`config.mk`:
```
export PLATFORM = sky130hd
export DESIGN_NAME = bit_serializer
export DESIGN_NICKNAME = d
export VERILOG_FILES = /design/src/rtl/bit_serializer.sv
export SDC_FILE = /design/constraint.sdc
export NUM_CORES = 1
export LEC_CHECK = 0
export ABC_AREA = 1
export BUFFER_PORTS_ARGS = -buffer_cell sky130_fd_sc_hd__buf_4
export CORE_MARGIN = 2
export CORE_UTILIZATION = 57
export DETAILED_ROUTE_END_ITERATION = 8
export GPL_TIMING_DRIVEN = 0
export PLACE_DENSITY = 0.78
export RECOVER_POWER = 100
export SYNTH_ARGS = -nofsm -noshare
export SYNTH_HDL_FRONTEND = slang
export SYNTH_SLANG_ARGS = --single-unit
```
`constraint.sdc`:
```
create_clock -name clock -period 1.9 [get_ports clock]
set_input_delay 0.095 -clock clock [delete_from_list [all_inputs] [get_ports clock]]
set_output_delay 0.095 -clock clock [all_outputs]
set_load 0.02 [all_outputs]
```
`src/rtl/bit_serializer.sv`:
```
// bit_serializer: WIDTH-bit words in over valid/ready, serialized one bit per clock on a_out.
// Define BIT_SERIALIZER_PARITY_EN to append an even-parity bit to every frame.
module bit_serializer #(
  parameter int WIDTH      = 8,
  parameter bit MSB_FIRST  = 1'b1,
  parameter int GAP_CYCLES = 1,
  parameter bit IDLE_LEVEL = 1'b0
) (
  input  logic             clock,
  input  logic             reset,
  input  logic [WIDTH-1:0] in_data,
  input  logic             in_valid,
  output logic             in_ready,
  output logic             a_out,
  output logic             bit_valid,
  output logic             frame_start,
  output logic             frame_end,
  output logic             busy
);
  localparam int CW = $clog2(WIDTH + 1);

`ifdef BIT_SERIALIZER_PARITY_EN
  localparam bit PAR_EN = 1'b1;
  typedef enum logic [1:0] {IDLE, SHIFT, PARITY, GAP} state_t;
`else
  localparam bit PAR_EN = 1'b0;
  typedef enum logic [1:0] {IDLE, SHIFT, GAP} state_t;
`endif

  state_t           state_q;
  logic [WIDTH-1:0] shift_q;
  logic [WIDTH-1:0] hold_q;
  logic             hold_full_q;
  logic [CW-1:0]    cnt_q;
  logic [3:0]       gap_q;
  logic             a_out_q;
  logic             bit_valid_q;
  logic             frame_start_q;
  logic             frame_end_q;
`ifdef BIT_SERIALIZER_PARITY_EN
  logic             par_q;
`endif

  logic can_load;
  logic load;
  logic first_bit;
  logic next_bit;

  assign in_ready    = !reset && !hold_full_q;
  assign busy        = (state_q != IDLE) || hold_full_q;
  assign a_out       = a_out_q;
  assign bit_valid   = bit_valid_q;
  assign frame_start = frame_start_q;
  assign frame_end   = frame_end_q;

  assign first_bit = MSB_FIRST ? hold_q[WIDTH-1] : hold_q[0];
  assign next_bit  = MSB_FIRST ? shift_q[WIDTH-1] : shift_q[0];

  // can_load: this edge ends the current frame/gap, so the shifter may take a new word.
  always_comb begin
    can_load = 1'b0;
    case (state_q)
      IDLE:   can_load = 1'b1;
      SHIFT:  can_load = !PAR_EN && (GAP_CYCLES == 0) && (cnt_q == CW'(WIDTH));
`ifdef BIT_SERIALIZER_PARITY_EN
      PARITY: can_load = (GAP_CYCLES == 0);
`endif
      GAP:    can_load = (gap_q == 4'(GAP_CYCLES));
      default: can_load = 1'b1;
    endcase
  end

  assign load = can_load && hold_full_q;

  always_ff @(posedge clock) begin
    if (reset) begin
      state_q       <= IDLE;
      shift_q       <= '0;
      hold_q        <= '0;
      hold_full_q   <= 1'b0;
      cnt_q         <= '0;
      gap_q         <= '0;
      a_out_q       <= IDLE_LEVEL;
      bit_valid_q   <= 1'b0;
      frame_start_q <= 1'b0;
      frame_end_q   <= 1'b0;
`ifdef BIT_SERIALIZER_PARITY_EN
      par_q         <= 1'b0;
`endif
    end else begin
      if (in_valid && in_ready) begin
        hold_q      <= in_data;
        hold_full_q <= 1'b1;
      end else if (load) begin
        hold_full_q <= 1'b0;
      end

      if (load) begin
        state_q       <= SHIFT;
        a_out_q       <= first_bit;
        shift_q       <= MSB_FIRST ? (hold_q << 1) : (hold_q >> 1);
        cnt_q         <= CW'(1);
        bit_valid_q   <= 1'b1;
        frame_start_q <= 1'b1;
        frame_end_q   <= 1'b0;
`ifdef BIT_SERIALIZER_PARITY_EN
        par_q         <= ^hold_q;
`endif
      end else if (can_load) begin
        state_q       <= IDLE;
        a_out_q       <= IDLE_LEVEL;
        bit_valid_q   <= 1'b0;
        frame_start_q <= 1'b0;
        frame_end_q   <= 1'b0;
      end else begin
        frame_start_q <= 1'b0;
        case (state_q)
          SHIFT: begin
            if (cnt_q != CW'(WIDTH)) begin
              a_out_q     <= next_bit;
              shift_q     <= MSB_FIRST ? (shift_q << 1) : (shift_q >> 1);
              cnt_q       <= cnt_q + CW'(1);
              frame_end_q <= !PAR_EN && (cnt_q == CW'(WIDTH - 1));
            end else begin
`ifdef BIT_SERIALIZER_PARITY_EN
              state_q     <= PARITY;
              a_out_q     <= par_q;
              frame_end_q <= 1'b1;
`else
              state_q     <= GAP;
              gap_q       <= 4'd1;
              a_out_q     <= IDLE_LEVEL;
              bit_valid_q <= 1'b0;
              frame_end_q <= 1'b0;
`endif
            end
          end
`ifdef BIT_SERIALIZER_PARITY_EN
          PARITY: begin
            state_q     <= GAP;
            gap_q       <= 4'd1;
            a_out_q     <= IDLE_LEVEL;
            bit_valid_q <= 1'b0;
            frame_end_q <= 1'b0;
          end
`endif
          GAP: gap_q <= gap_q + 4'd1;
          default: ;
        endcase
      end
    end
  end
endmodule

```
==> reports/metrics.csv <==
stage,metric,value,unit
synthesis,Mean Syn Cell Area,8.12,um^2
setup_path,CP endpoint,cnt_q[2],
setup_path,critical-path maximum fanout,10,
global_routing,GRT overflow,0,
synthesis,"Cell Area, Synth",1530,um^2
setup_path,r2r worst-path depth,9,
synthesis,Synth Instances,188,
route,routed vias,1289,
setup_path,WP data arrival,1.94,ns
finish,# nets final,237,
timing,fin. max-slew vios,0,
clock_tree,CTS buffer count,5,
clock_tree,clk root buf,clkbuf_4,
clock_tree,post-CTS sizing,0,
finish,number of diodes,0,
timing,Clock Skews,0.00377,ns
global_routing,global-route wire length before repair,5280,um
route,router iterations before antenna repair,4,
synthesis,"EDFF count, synth",0,
global_routing,vias in the first global route,1275,
synthesis,top_reg_cell synth,dfxtp_1,
setup_path,reg-to-reg critical path endpoint,cnt_q[2],
setup_path,CP startpoint,state_q[1],
die,Die W,55.8,um
setup_path,CP Class,reg2reg,
timing,Final Hold Vio Count,0,
pwr,PD cells,738,nW/um^2
clock_tree,CTS tree,built,
clock_tree,Sink Count,29,
setup_path,WP buf/inv,3,
timing,fin worst setup slack,0.231,ns
pwr,P_leak,0.716,nW
setup_path,Crit-path slowest cell,dfxtp_1,
synthesis,Unique masters post-synth,26,
setup_path,CP peak stage delay,0.33,ns
die,# rows,18,
route,post-route ant nets,0,
route,drt drc,0,
die,starting density of the core,61.1,%
die,die area,3110,um^2
setup_path,Worst Setup Start Kind,flop,
setup_path,Crit path depth,9,
clock_tree,htree depth,2,
place,Placement Setup Slack,0.286,ns
timing,headroom to the max-slew limit,67.0,%
setup_path,WP data required,2.17,ns
synthesis,synth top area cells,"dfxtp_1 (38%), nand2_1 (8.9%), inv_1 (7.1%)",
place,Post-DP HPWL,2160,um
route,Routed WL,2990,um
die,DIE HEIGHT,55.8,um
global_routing,pin count of the biggest net entering global routing,11,
timing,setup_tns,0,ns
timing,Slew @ Worst Pin,0.492,ns
timing,Fmax,599,MHz
timing,RSZ-0062 raised after global routing,false,
die,core area,2500,um^2
finish,"Area growth, synth to finish",15.9,%
timing,Final period util,87.8,%
synthesis,total nets after synthesis,206,
route,number of vias per cell,5.16,
finish,Fill cells,196,
setup_path,worst-path cell chain,inv_1 > ha_1 > inv_2 > nand2_1 > nand2_8 > nand2_8 > buf_12 > nand2_1 > nor3b_2,
route,per-cell routed wire length,12.0,um
place,global placer's final weighted congestion,0.730,
clock_tree,clk buf depth,2,
setup_path,reg-to-reg critical path startpoint,state_q[1],
timing,final critical-path required period,1.67,ns
synthesis,commonest cells in the netlist,"nand2_1 (36), dfxtp_1 (29), inv_1 (29)",
setup_path,crit end category,flop,
synthesis,synthesis-stage register bit count,29,
clock_tree,clock insertion delay at the later pin of the skew report,0.33,ns
synthesis,area share of the leading cell type in the synthesized netlist,38.0,%
global_routing,GRT Total Usage,21.7,%
status,status,"complete, no violations",
min_path,worst hold path class,in2reg,
global_routing,initial antenna violation count,0,
synthesis,"area leader, netlist",dfxtp_1,
pwr,VDD IR max,0.560,mV
finish,share of cells above drive strength 1,19.5,%
synthesis,sequential share of the synthesized area,38.0,%
place,port bufs,16,
timing,setup violators final,0,
synthesis,"FFs w/ async S/R, synth",0,%
route,Initial DRC Count,24,
synthesis,YS warnings,0,
setup_path,"delay-heaviest family, CP",simple AND/OR/NAND/NOR gates,
run,Max Cap Viol,0,
synthesis,top-count cell post-synth,nand2_1,
setup_path,R2R Setup Slk,0.23,ns
clock_tree,Worst-path clk slew,0.09,ns
die,I/O pins,17,
==> flip-flops by register name, indices dropped and copies added, names as in the netlist <==
register and cells:
a_out 1, gap_q 4, shift_q 7, cnt_q 4, frame_end 1, frame_start 1, hold_q 8, hold_full_q 1
state_q 2
==> layout make-up <==
type | count | area, um^2 | share of cell area, %
inverters | 32 | 120 | 6.79
well taps | 30 | 37.5 | 2.12
clock buffers | 7 | 65.1 | 3.68
plain buffers | 5 | 45.0 | 2.55
flip-flops and latches | 29 | 581 | 32.8
clock inverters | 1 | 5.00 | 0.283
multi-input cells | 122 | 738 | 41.7
repair buffers | 24 | 178 | 10.0
==> stage by stage <==
step                util, %  cell area [um^2]  instances  hold WS (ns)  power [mW]
floorplan                 -              1530        188         0.208       0.834
global placement       67.4              1680        234         0.297       0.889
detailed placement     67.4              1680        234         0.299       0.894
CTS                    73.4              1830        250        0.0524        1.33
global route           70.8              1770        250        0.0481        1.38
finish                 70.8              1770        250        0.0464        1.31
==> placed cells by master (no fill, tap or decap) <==
cell,n
xor2_1,2
nand4_1,1
o21ai_0,7
nand2_8,3
buf_6,1
buf_2,2
nand3_2,4
clkbuf_4,5
clkinv_2,1
nand3_4,1
clkbuf_8,2
nor2_1,9
a21oi_1,16
dfxtp_1,29
dlygate4sd3_1,8
nor2_2,2
o31ai_1,6
a31oi_1,1
inv_1,30
nor3_1,1
a21oi_2,1
nor3_2,1
nand3_1,15
buf_12,1
inv_2,2
ha_1,7
nand2_4,1
buf_4,10
clkbuf_1,7
nand2_2,5
nand2_1,38
nor3b_2,1
==> power by group <==
part           switching [mW]  total [mW]  internal, mW  leakage, nW
Sequential             0.0156       0.655         0.639        0.237
Clock                   0.217       0.431         0.214       0.0413
Combinational           0.130       0.221        0.0908        0.439
==> worst register-to-register path: stages, from the launching register on <==
cell,delay [ns]
dfxtp_1,0.33
inv_1,0.09
ha_1,0.27
inv_2,0.09
nand2_1,0.19
nand2_8,0.11
nand2_8,0.09
buf_12,0.13
nand2_1,0.11
nor3b_2,0.19
==> metal layers <==
layer / wire length, um / vias to the layer above / GRT usage, % / share of wire [%]
li1: - / 659 / - / -
met1: 1290 / 582 / 24.7 / 43
met2: 1450 / 37 / 35.2 / 48
met3: 159 / 11 / 9.53 / 5.3
met4: 92 / 0 / 9.76 / 3.1
met5: 0 / - / 0 / 0
==> how the worst min path moves through the flow <==
stage | slack [ns] | endpoint | startpoint | cells past startpoint
floorplan | 0.21 | hold_q[1] | in_data[1] | 2
global route | 0.05 | hold_full_q | in_valid | 3
finish | 0.05 | hold_full_q | in_valid | 3
global placement | 0.30 | hold_q[2] | in_data[2] | 3
detailed placement | 0.30 | hold_q[5] | in_data[5] | 3
CTS | 0.05 | hold_full_q | in_valid | 3
==> what timing repair did <==
action                                 CTS  global route
hold buffers                             8             0
endpoints found under the hold margin    8             0
setup buffers                            0             0
==> kinds of logic after synthesis <==
kind of cell,after synthesis,synth area share (%)
AND/OR/NAND/NOR,82,31.7
flip-flops,29,38.0
AO/OA/AOI/OAI,31,12.5
XOR/XNOR,2,1.15
adder cells (fa/ha/maj),7,5.74
buffers and inverters,37,10.9
(Power assumes the default switching activity.)
